$ cat config.mk
export PLATFORM = sky130hd
export DESIGN_NAME = inp_cond
export DESIGN_NICKNAME = d
export VERILOG_FILES = /design/src/rtl/inp_cond_pkg.sv /design/src/rtl/inp_debounce.sv /design/src/rtl/inp_cond.sv
export SDC_FILE = /design/constraint.sdc
export NUM_CORES = 1
export LEC_CHECK = 0
export CAP_MARGIN = 20
export CORE_AREA = 10 10 95 97
export DETAILED_ROUTE_END_ITERATION = 10
export DIE_AREA = 0 0 105 107
export PLACE_DENSITY = 0.72
export SLEW_MARGIN = 15
export SYNTH_ARGS = -nofsm -noshare
export SYNTH_HDL_FRONTEND = slang
export SYNTH_SLANG_ARGS = --single-unit
$ cat constraint.sdc
create_clock -name clk_sys -period 2.1 [get_ports clk_sys]
set_input_delay 0.63 -clock clk_sys [delete_from_list [all_inputs] [get_ports clk_sys]]
set_output_delay 0.63 -clock clk_sys [all_outputs]
set_load 0.01 [all_outputs]
$ cat src/rtl/inp_cond_pkg.sv
// Shared definitions for the input conditioner: bit positions of the
// button vector, coin FSM state encoding and parameter defaults.
package inp_cond_pkg;

  // Bit positions inside raw_in / inp_n
  localparam int P1RO   = 0;
  localparam int P1DW   = 1;
  localparam int P1RG   = 2;
  localparam int P1LF   = 3;
  localparam int P2RO   = 4;
  localparam int P2DW   = 5;
  localparam int P2RG   = 6;
  localparam int P2LF   = 7;
  localparam int COIN1  = 8;
  localparam int COIN2  = 9;
  localparam int SELFT  = 10;
  localparam int NUM_IN = 11;

  // Coin pulse sequencer states
  typedef enum logic [1:0] {
    COIN_IDLE    = 2'd0,
    COIN_PULSE   = 2'd1,
    COIN_WAITREL = 2'd2
  } coin_state_t;

  // Parameter defaults
  localparam logic [15:0] DEB_CYC_DEF     = 16'd500;
  localparam int          COIN_FRAMES_DEF = 3;
  localparam logic [31:0] DIM_CYC_DEF     = 32'h1DCD6500;

endpackage

$ cat src/rtl/inp_debounce.sv
// One-bit conditioner: 2-flop synchroniser followed by an optional
// stability filter (INP_COND_DEBOUNCE_EN). 'rise' is high in the cycle
// whose clock edge will move 'stable' from 0 to 1, so consumers can act
// on the same edge that the debounced bit changes.
module inp_debounce
  import inp_cond_pkg::*;
#(
  parameter logic [15:0] DEB_CYC = DEB_CYC_DEF
) (
  input  logic clk_sys,
  input  logic reset_n,
  input  logic din,
  output logic stable,
  output logic rise
);

  logic sync1;
  logic sync2;

  // Two-stage synchroniser into clk_sys
  always_ff @(posedge clk_sys or negedge reset_n) begin
    if (!reset_n) begin
      sync1 <= 1'b0;
      sync2 <= 1'b0;
    end else begin
      sync1 <= din;
      sync2 <= sync1;
    end
  end

`ifdef INP_COND_DEBOUNCE_EN
  logic [15:0] cnt;
  logic        hit;

  // The synchronised bit has differed from 'stable' for DEB_CYC edges
  assign hit  = (sync2 != stable) && (cnt == DEB_CYC - 16'd1);
  assign rise = hit & sync2;

  // Count consecutive cycles of disagreement; any return to agreement restarts it
  always_ff @(posedge clk_sys or negedge reset_n) begin
    if (!reset_n) begin
      cnt    <= 16'd0;
      stable <= 1'b0;
    end else if (sync2 == stable) begin
      cnt <= 16'd0;
    end else if (hit) begin
      stable <= sync2;
      cnt    <= 16'd0;
    end else begin
      cnt <= cnt + 16'd1;
    end
  end
`else
  // No filtering: the synchroniser output is the debounced bit
  logic unused_deb;
  assign unused_deb = ^DEB_CYC;
  assign stable     = sync2;
  assign rise       = sync1 & ~sync2;
`endif

endmodule

$ cat src/rtl/inp_cond.sv
// Input conditioner for the arcade core: synchronises and debounces the
// buttons (debounce enabled by macro INP_COND_DEBOUNCE_EN), turns each
// coin press into a fixed-length pulse counted in vblank edges, and
// produces pause / dim requests. coin_state exposes both coin FSMs
// ([1:0] coin1, [3:2] coin2) for observation.
module inp_cond
  import inp_cond_pkg::*;
#(
  parameter logic [15:0] DEB_CYC     = DEB_CYC_DEF,
  parameter int          COIN_FRAMES = COIN_FRAMES_DEF,
  parameter logic [31:0] DIM_CYC     = DIM_CYC_DEF
) (
  input  logic        clk_sys,
  input  logic        reset_n,
  input  logic [10:0] raw_in,
  input  logic        pause_btn,
  input  logic        vblank,
  input  logic        osd_open,
  input  logic        osd_pause_en,
  output logic [10:0] inp_n,
  output logic        pause,
  output logic        dim,
  output logic [3:0]  coin_state
);

  logic [11:0] pin;
  logic [11:0] db;
  logic [11:0] rise;
  logic        vb_q;
  logic        vb_rise;
  logic [1:0]  coin_low;
  logic        pause_toggle;
  logic [31:0] timer;
  logic        unused_rise;

  // Bit 11 carries the pause button through the same conditioning path
  assign pin         = {pause_btn, raw_in};
  assign unused_rise = ^{rise[7:0], rise[SELFT]};

  for (genvar i = 0; i < 12; i++) begin : g_deb
    inp_debounce #(.DEB_CYC(DEB_CYC)) u_deb (
      .clk_sys (clk_sys),
      .reset_n (reset_n),
      .din     (pin[i]),
      .stable  (db[i]),
      .rise    (rise[i])
    );
  end

  // Delay vblank by one cycle to detect its rising edge
  always_ff @(posedge clk_sys or negedge reset_n) begin
    if (!reset_n) vb_q <= 1'b0;
    else          vb_q <= vblank;
  end
  assign vb_rise = vblank & ~vb_q;

  for (genvar c = 0; c < 2; c++) begin : g_coin
    coin_state_t st;
    logic [7:0]  fcnt;
    logic        low;

    // Coin sequencer: one pulse per press, length COIN_FRAMES vblank edges
    always_ff @(posedge clk_sys or negedge reset_n) begin
      if (!reset_n) begin
        st   <= COIN_IDLE;
        fcnt <= 8'd0;
        low  <= 1'b0;
      end else begin
        case (st)
          COIN_IDLE: begin
            if (rise[COIN1+c]) begin
              st   <= COIN_PULSE;
              fcnt <= 8'd0;
              low  <= 1'b1;
            end
          end
          COIN_PULSE: begin
            if (vb_rise) begin
              if (fcnt == 8'(COIN_FRAMES - 1)) begin
                st  <= COIN_WAITREL;
                low <= 1'b0;
              end else begin
                fcnt <= fcnt + 8'd1;
              end
            end
          end
          COIN_WAITREL: begin
            if (!db[COIN1+c]) st <= COIN_IDLE;
          end
          default: begin
            st  <= COIN_IDLE;
            low <= 1'b0;
          end
        endcase
      end
    end

    assign coin_low[c]          = low;
    assign coin_state[2*c +: 2] = st;
  end

  assign inp_n = {~db[SELFT], ~coin_low[1], ~coin_low[0], ~db[P2LF:P1RO]};

  // Pause toggle flips on each debounced pause press; pause adds the OSD request
  always_ff @(posedge clk_sys or negedge reset_n) begin
    if (!reset_n) begin
      pause_toggle <= 1'b0;
      pause        <= 1'b0;
    end else begin
      if (rise[11]) pause_toggle <= ~pause_toggle;
      pause <= pause_toggle | (osd_open & osd_pause_en);
    end
  end

  // Dim timer runs only for a user pause and saturates at DIM_CYC
  always_ff @(posedge clk_sys or negedge reset_n) begin
    if (!reset_n)              timer <= 32'd0;
    else if (!pause_toggle)    timer <= 32'd0;
    else if (timer < DIM_CYC)  timer <= timer + 32'd1;
  end

  assign dim = (timer >= DIM_CYC);

endmodule

[Word-level counts from Yosys, hierarchy flattened]
Index checks and enable logic that the tools add are counted.
Operators by class
  bitwise logic cells: 17
  add/subtract/negate cells: 3
  eq/ne operators: 17
  $mul: 0
  $lt $le $gt $ge: 2
  div/mod/pow operators: 0
  muxes and demuxes: 28
  reduce and logical (&&, ||, !) cells: 10
  shift operators: 0
Operators by type and width (count)
  $mux W32: 2
  $mux W8: 6
  $add A32 B1 Y32 const B: 1
  $ge A32 B29 Y1 const B: 1
  $lt A32 B29 Y1 const B: 1
  $pmux W8 S2: 2
  $reduce_and A4 Y1: 6
  $add A8 B1 Y8 const B: 2
  $eq A8 B2 Y1 const B: 2
  $mux W2: 8
  $ne A2 B2 Y1 const B: 8
  $pmux W2 S3: 2
  $not A1 Y1: 10
  $not A8 Y8: 1
  $mux W1: 6
  $ne A2 B1 Y1 const B: 3
  $pmux W1 S3: 2
  $and A1 B1 Y1: 5
  $eq A2 B1 Y1 const B: 2
  $eq A2 B2 Y1 const B: 2
  $logic_not A2 Y1: 2
  $reduce_bool A2 Y1: 2
  $or A1 B1 Y1: 1
Word-level totals
  memory bits (writable): 0
  register bits: 81
  memories: 0
  bits in latches: 0
  output and inout port bits: 17
  memory bits (read-only): 0
  logic and storage cells: 111

[Longest topological paths before layout]
Gate-level depths: netlist (run 1).
  depth in word-level cells: 4
  depth in mapped cells: 8
  depth with buffers taken out: 7

[By module]
Synthesis (run 1) repeated with hierarchy kept, for this count alone.
Second synthesis, totals
  cells, all modules: 359
  area total of the unflattened synthesis: 3916.3 um^2
Modules (own cells, without submodules)
  inp_cond: cells an instance 323, instances 1, area an instance 3150.5 um^2
  inp_debounce: cells an instance 3, instances 12, area an instance 63.8 um^2

[Worst setup path after synthesis (run 1)]
No wires, ideal clock.
  path kind: flip-flop to output port
  start: register timer[20]
  end: output port dim
  cell stages (with the launch flop): 7
  path slack: -24 ps
  data required time: 1470 ps
  data arrival time: 1494 ps
  cell sequence: dfrtp_1 nor3_1 nor4bb_1 a21oi_2 inv_2 buf_2 buf_2
On the way
  longest elaborated chain between the ends: 1
Ends and longest elaborated chain
  from (decl): RTL line inp_cond.sv:33  | logic [31:0] timer;
  from (signal assigned): RTL line inp_cond.sv:119  | else if (timer < DIM_CYC) timer <= timer + 32'd1;
  $ge A32 B29 Y1: RTL line inp_cond.sv:122  | assign dim = (timer >= DIM_CYC);
  to (decl): RTL line inp_cond.sv:22  | output logic dim,
Every way passes these cells.

[Final worst setup path (run 1)]
Ends and elaborated chain as after synthesis.

==> impl_results.md, run 1 <==
- Vias: 2859
- Worst path arrival time: 1580 ps
- Netlist Area Pre-Place: 3600 µm²
- Worst r2r path cells: 8
- Root Driver: clkbuf_8
- Crit Path Class: reg -> out
- # Max-Cap Violations: 0
- Worst VDD drop: 0.468 mV
- CP Max Fanout: 2
- Aggregate routed wire length: 7.73 mm
- Synth top area share: 0.563
- DRC viols: 0
- Nets: 448
- Clock buffer depth: 2
- Yosys warning total: 0
- Slowest stage cell, crit path: dfrtp_1
- Synth unique cells: 46
- First-pass GRT wire length: 13.2 mm
- RSZ-0062 raised after global routing: yes
- Post-DRT Antenna Nets: 0
- H-tree levels: 3
- Final hold viol count: 0
- Largest incremental delay on the critical path: 380 ps
- Area delta synth->final: 28.3%
- Clk_skew: 4.36 ps
- # setup viols final: 12
- Pwr Total: 0.00399 W
- Die width: 105 µm
- Row cnt: 31
- Slew of the pin with the lowest slew margin: 423 ps
- Post-synth EDFFs: 0
- Critical Path Start Type: register
- Achievable Freq: 452 MHz
- Dominant cells by area after synthesis: dfrtp_1 (56%), a21oi_1 (4.0%), nand2_1 (3.1%), o31ai_1 (2.9%), or4_1 (2.7%)
- Core Area: 7140 µm²
- Slew HR: 0.717
- Async S/R FF share, synth: 1.00
- Lkg Pwr: 2.07 nW
- Crit path capture type: output port
- Post-synthesis sequential area ratio: 0.563
- CTS hold repair buffers: 0
- Design area: 4610 µm²
- Clock sinks: 81
- Top-count cell post-synth: dfrtp_1
- Worst-path clk slew: 80 ps
- Layout cell share with drive strength beyond 1: 0.160
- Boundary Pins: 34
- Initial DRC count: 119
- DP Area: 4340 µm²
- Min Hold Slack: 169 ps
- Cell Chain, Critical Path: buf_4 -> a311oi_2 -> o311ai_2 -> a21oi_2 -> inv_2 -> buf_6
- Syn Nets: 371
- Final worst slack: -111 ps
- Failing checks: negative setup slack
- Antenna diodes: 0
- Die area: 11200 µm²
- Post-synthesis xor/xnor area fraction: 0.0292
- Post-Synth Simple-Gate Area: 0.213
- R2R setup slack: -70 ps
- Yosys reg bits: 81
- Total grt overflow: 0
- Drt wl/cell: 14.6 µm
- Vias per cell: 5.40
- Crit path time final: 2210 ps
- Starting Density: 0.504
- Setup TNS: -413 ps
- Multiplexer share of the synthesized area: 0.0111
- Max-slew violations: 0
- Final Wtd Congestion: 0.793
- Die Span Y: 107 µm
- Adder-cell share of the synthesized area: 0.0209
- Buffers added on ports: 33
- Worst Path Required: 1470 ps
- Largest net degree at the start of global routing: 42
- CTS tree: built
- Inserted Clock Buffers: 9
- Ys flop type: dfrtp_1
- Synth Area per Inst: 10.3 µm²
- Crit share post-route: 1.05
- Status: finished with violations
- Largest family of logic cells by synthesized area: simple AND/OR/NAND/NOR gates
- Router iterations before antenna repair: 4
- Synth Area in Compound Gates: 0.125
- Global-route total usage across every layer: 0.141
- Mapped Cells: 348
- Antenna violations before repair: 0
- Hold Crit Class: in -> async
- Area leader, netlist: dfrtp_1
- PD cells: 864 nW/µm²
- Most instantiated cells after synthesis: dfrtp_1 (81), nand2_1 (30), a21oi_1 (29), inv_1 (22)
- Vias in the first global route: 2792
- Clock Latency Late Sink: 350 ps
- DPL Wire Length: 5.45 mm
cells in the final DEF (no fill, tap or decap), drive strengths merged, types with 4 or more instances in the layout:
| cell | count |
|---|---|
| dfrtp | 81 |
| buf | 44 |
| clkdlybuf4s50 | 31 |
| nand2 | 30 |
| a21oi | 30 |
| inv | 25 |
| o21ai | 16 |
| nor2 | 16 |
| o31ai | 14 |
| or4 | 13 |
| nand3 | 12 |
| nand4 | 12 |
| or3 | 12 |
| clkbuf | 11 |
| nor3 | 10 |
| xor2 | 8 |
| nand2b | 6 |
| and2 | 6 |
| ha | 6 |
| and3 | 4 |
| mux2i | 4 |
| xnor2 | 4 |
sequential cells by signal (all words and copies together) (netlist names):
register,flops
g_coin.fcnt,16
g_coin.low,2
g_deb.u_deb.stable,12
vb_q,1
pause,1
timer,32
pause_toggle,1
g_deb.u_deb.sync1,12
g_coin.st,4
layer usage:
metal,vias to the layer above,GRT usage,wire [µm]
li1,1403,-,-
met1,1398,0.182,3600
met2,42,0.227,3760
met3,16,0.0263,220
met4,0,0.0647,144
met5,-,0,0
repair_timing:
action / 4_1_cts / 5_1_grt
buffers inserted: 0 / 0
pin swaps: 2 / 1
resized for setup: 10 / 2
setup endpoints to repair: 13 / 21
power by group:
part	leakage, nW	internal, W	switching (W)
Clock	0.115	0.000713	0.000573
Combinational	0.906	0.000369	0.000411
Sequential	1.05	0.00173	0.000192
Total	2.07	0.00281	0.00118
worst paths after layout:
| kind | start | end |
|---|---|---|
| hold / removal | reset_n | g_deb[7].u_deb.stable |
| setup reg to reg | timer[20] | timer[21] |
| max in group asynchronous | reset_n | g_deb[10].u_deb.sync1 |
| hold reg to reg | g_deb[2].u_deb.sync1 | g_deb[2].u_deb.stable |
| setup / recovery | timer[20] | dim |
| min in group clk_sys | g_deb[2].u_deb.sync1 | g_deb[2].u_deb.stable |
metrics by stage:
| step | setup WS, ps | utilization | std cells |
|---|---|---|---|
| global placement | -123 | 0.608 | 513 |
| CTS | -112 | 0.645 | 529 |
| finish | -111 | 0.647 | 529 |
| global route | -196 | 0.647 | 529 |
| detailed placement | -134 | 0.608 | 513 |
| floorplan | 24.4 | - | 348 |
final cells by class:
cell class                 count  area [µm²]
clock buffer                  11         141
clock inverter                 5        86.3
fill                         563        2520
inverter                      24        90.1
multi-input combinational    234        1490
sequential                    81        2030
tap                           99         124
timing repair buffer          75         657
worst max-delay path: cells and delay by family, from the launching register on:
family / cells / cell delay [ps]
buf+inv: 3 / 320
flops: 1 / 380
compound gates: 3 / 540
logic make-up (layout without fill, tap and decap cells):
logic type | count (synthesis) | count (layout)
AO/OA/AOI/OAI | 74 | 74
XOR/XNOR | 12 | 12
adder cells (fa/ha/maj) | 6 | 6
buffers and inverters | 33 | 115
flip-flops | 81 | 81
multiplexers | 4 | 4
AND/OR/NAND/NOR | 138 | 138
(Power assumes the default switching activity.)
==> run 2, diff against run 1 <==
--- a/config.mk
+++ b/config.mk
@@ -6,11 +6,13 @@
 export NUM_CORES = 1
 export LEC_CHECK = 0
 export CAP_MARGIN = 20
-export CORE_AREA = 10 10 95 97
+export CORE_AREA = 10 10 98 100
 export DETAILED_ROUTE_END_ITERATION = 10
-export DIE_AREA = 0 0 105 107
-export PLACE_DENSITY = 0.72
+export DIE_AREA = 0 0 108 110
+export GPL_ROUTABILITY_DRIVEN = 0
+export PLACE_DENSITY = 0.73
 export SLEW_MARGIN = 15
 export SYNTH_ARGS = -nofsm -noshare
 export SYNTH_HDL_FRONTEND = slang
+export SYNTH_HIERARCHICAL = 1
 export SYNTH_SLANG_ARGS = --single-unit
==> constraint.sdc (replaced) <==
create_clock -name clk_sys -period 2.1 [get_ports clk_sys]
set_input_delay 0.315 -clock clk_sys [delete_from_list [all_inputs] [get_ports clk_sys]]
set_output_delay 0.315 -clock clk_sys [all_outputs]
set_load 0.01 [all_outputs]
==> impl_results.md, run 2 <==
- CP Max Fanout: 15
- Crit path capture type: register
- Die width: 108 µm
- Antenna diodes: 0
- Worst VDD drop: 0.620 mV
- Max-slew violations: 0
- Min-Delay Startpoint: g_deb[2].u_deb/sync1
- Vias per cell: 5.25
- DRC viols: 0
- Critical Path Start Type: register
- Aggregate routed wire length: 7.14 mm
- Crit Path Class: reg -> reg
- H-tree levels: 3
- Nets: 431
- Synth Area per Inst: 10.8 µm²
- Achievable Freq: 503 MHz
- Commonest cells after routing, fill and taps aside: dfrtp_1 (81), clkdlybuf4s50_1 (31), nand3_1 (27)
- Area delta synth->final: 21.3%
- Total grt overflow: 0
- RSZ-0062 raised after global routing: yes
- # setup viols final: 0
- Syn Nets: 373
- Global-route total usage across every layer: 0.128
- Largest incremental delay on the critical path: 500 ps
- Cell Chain, Critical Path: buf_4 -> a311oi_2 -> o211a_4 -> nand2_4 -> buf_4 -> or4_1 -> a21boi_1
- Post-DRT Antenna Nets: 0
- Antenna violations before repair: 0
- Crit path time final: 1990 ps
- Filler cell count: 629
- Yosys warning total: 6
- Crit-path most repeated cell: buf_4
- Boundary Pins: 34
- Final hold viol count: 0
- DPL Wire Length: 4.99 mm
- Buffers added on ports: 33
- # Max-Cap Violations: 0
- Hold Crit Class: reg -> reg
- Reg2reg start: timer[17]
- Vias in the first global route: 2693
- Clock sinks: 81
- Layout cell share with drive strength beyond 1: 0.148
- Die area: 11900 µm²
- Launch point of the worst path: timer[17]
- Clk_skew: 12.7 ps
- Clock buffer depth: 2
- Largest net degree at the start of global routing: 44
- Initial DRC count: 167
- Crit share post-route: 0.947
- Slew HR: 0.627
- Non-Filler Instances: 515
- Max reg flops: 32
- Worst-path clk slew: 90 ps
- Starting Density: 0.496
- Leading cell type in the layout, fill and taps excluded: dfrtp_1
- Drt wl/cell: 13.9 µm
- Lkg Pwr: 2.06 nW
- Vias: 2702
- Core Area: 7650 µm²
- Top reg by flops: timer
- Setup TNS: 0 ps
- PD cells: 886 nW/µm²
- First-pass GRT wire length: 12.4 mm
- Slew of the pin with the lowest slew margin: 546 ps
- CTS tree: built
- Clock Latency Late Sink: 340 ps
- Worst Path Required: 2370 ps
- Router iterations before antenna repair: 4
- Die Span Y: 110 µm
- Worst path arrival time: 2260 ps
- Biggest regs: timer (32), g_coin.fcnt (16)
- Inserted Clock Buffers: 9
- Netlist Area Pre-Place: 3790 µm²
- Status: finished, final reports clean
- Dpl cells: 496
- Slowest stage cell, crit path: or4_1
- Mapped Cells: 350
- Root Driver: clkbuf_8
- Pwr Total: 0.00408 W
- Row cnt: 32
-- run 2: cell count changes in the layout (fill, tap and decap cells not counted), moves of 10 or more --
cell     previous run  this run
or3_1              12         0
xnor2_1             4        15
nand2_1            30        19
o21ai_0            16         6
or4_1              13         2
buf_4              42        25
o31ai_1            14         3
nand3_1            12        27
a21oi_1            29         7
and2_1              6        19
-- run 2: per-stage QoR --
stage / hold slack, ps / setup slack (ps) / cell area (µm²) / utilization
after detailed placement: 297 / 26.7 / 4350 / 0.569
after CTS: 346 / 34.4 / 4600 / 0.601
after global routing: 354 / -1.87 / 4600 / 0.602
after floorplan: 19.4 / 215 / 3790 / -
final: 343 / 111 / 4600 / 0.602
after global placement: 295 / 70.1 / 4350 / 0.569
-- run 2: layer usage --
metal | GRT usage | routed length (µm) | vias up
met5 | 0 | 0 | -
met4 | 0.0496 | 80 | 0
met3 | 0.0296 | 279 | 7
met2 | 0.207 | 3530 | 51
met1 | 0.163 | 3250 | 1313
li1 | - | - | 1331
-- run 2: what timing repair did --
item,CTS,global route
resized for setup,4,2
setup buffers,2,0
hold buffers,1,0
pin swaps,2,2
setup endpoints to repair,1,6
endpoints found under the hold margin,32,0
-- run 2: final cells by class --
| cell class | count | area, µm² | share of cell area |
|---|---|---|---|
| Multi-Input combinational cell | 237 | 1620 | 0.351 |
| Sequential cell | 81 | 2030 | 0.440 |
| Timing Repair Buffer | 59 | 533 | 0.116 |
| Inverter | 20 | 75.1 | 0.0163 |
| Tap cell | 102 | 128 | 0.0277 |
| Clock inverter | 7 | 100 | 0.0218 |
| Clock buffer | 9 | 124 | 0.0269 |
-- run 2: worst max-delay path, delay by kind of cell (launching register included) --
kind / cells / cell delay [ps]
buffers and inverters: 2 / 340
AND/OR/NAND/NOR: 2 / 540
AO/OA/AOI/OAI: 3 / 630
flip-flops: 1 / 400
-- run 2: where the power goes --
group	switching, W	internal (W)
Sequential	0.000162	0.00172
Clock	0.000597	0.000683
Combinational	0.000475	0.000438
Total	0.00123	0.00284
-- run 2: path summary, 6_finish.rpt --
path	cells after the start	slack, ps	to
setup / recovery	7	110	timer[16]
hold / removal	0	340	g_deb[2].u_deb/stable
setup reg to reg	7	110	timer[16]
hold reg to reg	0	340	g_deb[2].u_deb/stable
max in group asynchronous	3	1040	g_deb[1].u_deb/sync1
min in group asynchronous	2	450	g_deb[6].u_deb/stable
==> run 3, diff against run 2 <==
--- a/config.mk
+++ b/config.mk
@@ -11,6 +11,7 @@
 export DIE_AREA = 0 0 108 110
 export GPL_ROUTABILITY_DRIVEN = 0
 export PLACE_DENSITY = 0.73
+export RECOVER_POWER = 100
 export SLEW_MARGIN = 15
 export SYNTH_ARGS = -nofsm -noshare
 export SYNTH_HDL_FRONTEND = slang
==> impl_results.md, run 3 (synthesized netlist as in run 2, its figures left out) <==
- Status: finished, final reports clean
- CP Max Fanout: 2
- Area delta synth->final: 21.0%
- Setup slack after placement: 26.7 ps
- Initial DRC count: 163
- Worst path arrival time: 1680 ps
- Drt wl/cell: 13.9 µm
- Router iterations before antenna repair: 5
- Vias in the first global route: 2693
- Root Driver: clkbuf_8
- Post-DRT Antenna Nets: 0
- Cell Chain, Critical Path: nor3b_2 -> nand4_1 -> a2111o_1 -> nand2_4 -> buf_2
- Clock Latency Late Sink: 350 ps
- Sequential power share: 0.464
- Antenna diodes: 0
- First-pass GRT wire length: 12.4 mm
- Top reg by flops: timer
- DRC viols: 0
- Crit share post-route: 0.948
- Slew of the pin with the lowest slew margin: 894 ps
- Largest incremental delay on the critical path: 450 ps
- Global-route total usage across every layer: 0.128
- Int Pwr: 0.00282 W
- Max reg flops: 32
- Largest net degree at the start of global routing: 44
- Vias: 2714
- PD cells: 885 nW/µm²
- CTS tree: built
- Crit path time final: 1990 ps
- H-tree levels: 3
- Clock power share: 0.317
- Clock buffer depth: 2
- Die area: 11900 µm²
- Worst VDD drop: 0.616 mV
- Biggest regs: timer (32), g_coin.fcnt (16)
- Filler cell count: 634
- Core Area: 7650 µm²
- Crit path capture type: output port
- Switch share: 0.305
- Inserted Clock Buffers: 9
- Die Span Y: 110 µm
- RSZ-0062 raised after global routing: yes
- Commonest cells after routing, fill and taps aside: dfrtp_1 (81), nand3_1 (27), dlygate4sd3_1 (27)
- Max-slew violations: 0
- Crit Path Class: reg -> out
- # Max-Cap Violations: 0
- Cell depth of the worst setup path: 5
- Lkg Pwr: 2.06 nW
- Final hold viol count: 0
- Boundary Pins: 34
- Slowest stage cell, crit path: a2111o_1
- Aggregate routed wire length: 7.18 mm
- Layout cell share with drive strength beyond 1: 0.143
- Clk_skew: 12.5 ps
- Starting Density: 0.496
- Min Hold Slack: 343 ps
- Die width: 108 µm
- Slew HR: 0.404
- Combinational power share: 0.219
- Leading cell type in the layout, fill and taps excluded: dfrtp_1
- Worst r2r path cells: 7
- Nets: 431
- Buffers added on ports: 33
- Row cnt: 32
- DPL Wire Length: 4.99 mm
- Pwr Total: 0.00406 W
- Post-layout util: 0.600
- Achievable Freq: 502 MHz
- Worst Path Required: 1780 ps
- Hold path cells: 0
- Final worst slack: 109 ps
- Hold Crit Class: reg -> reg
- Crit path max-delay family: compound AO/OA/AOI/OAI gates
- Clock sinks: 81
- Vias per cell: 5.27
- # setup viols final: 0
- Worst-path clk slew: 90 ps
- Critical Path Start Type: register
- Total grt overflow: 0
- Number of buffer and inverter stages on the critical path: 1
- Antenna violations before repair: 0
- Psw: 0.00124 W
==> run 3: layout make-up <==
class	instances	area, µm²	share of cell area
Timing Repair Buffer	59	524	0.114
Tap cell	102	128	0.0278
Multi-Input combinational cell	237	1610	0.351
Inverter	20	75.1	0.0164
Clock buffer	9	124	0.0270
Sequential cell	81	2030	0.442
Clock inverter	7	100	0.0218
==> run 3: path summary, 6_finish.rpt <==
check | startpoint | endpoint | slack [ps]
hold reg to reg | g_deb[2].u_deb/sync1 | g_deb[2].u_deb/stable | 340
min in group asynchronous | reset_n | g_deb[6].u_deb/stable | 610
max in group asynchronous | reset_n | g_deb[1].u_deb/sync1 | 560
setup reg to reg | timer[17] | timer[16] | 110
setup / recovery | timer[25] | dim | 110
hold / removal | g_deb[2].u_deb/sync1 | g_deb[2].u_deb/stable | 340
==> run 3: routing by layer <==
layer | track usage | share of wire | vias to the layer above
met2 | 0.207 | 0.49 | 54
met4 | 0.0496 | 0.012 | 0
met3 | 0.0296 | 0.040 | 10
met1 | 0.163 | 0.45 | 1319
met5 | 0 | 0 | -
li1 | - | - | 1331
==> run 3: power groups by stage <==
stage	clock [W]	sequential, W	combinational [W]
after floorplan	0	0.00190	0.000559
after global placement	0	0.00191	0.000886
after detailed placement	0	0.00191	0.000924
after CTS	0.00132	0.00189	0.000929
after global routing	0.00137	0.00191	0.00100
final	0.00128	0.00188	0.000889
==> run 3: metrics by stage <==
| stage | cell area [µm²] | setup TNS (ps) | cells |
|---|---|---|---|
| 6_report | 4590 | 0 | 515 |
| 5_1_grt | 4590 | -1.87 | 515 |
| 4_1_cts | 4600 | 0 | 515 |
| 3_5_place_dp | 4350 | 0 | 496 |
| 3_3_place_gp | 4350 | 0 | 496 |
| 2_1_floorplan | 3790 | 0 | 350 |
==> run 3: worst reg2reg max path, cell delays in order, from the launching register on <==
cell      delay, ps
dfrtp_1         400
buf_4           160
a311oi_2        270
o211a_4         210
nand2_4          50
buf_4           180
or4_1           500
a21boi_1        150
==> run 3: what timing repair did <==
item | CTS | global route
pin swaps | 2 | 2
endpoints found under the hold margin | 32 | 0
setup endpoints to repair | 1 | 6
buffers inserted | 2 | 0
cloned | 0 | 0
hold buffers | 1 | 0
resized for setup | 4 | 2
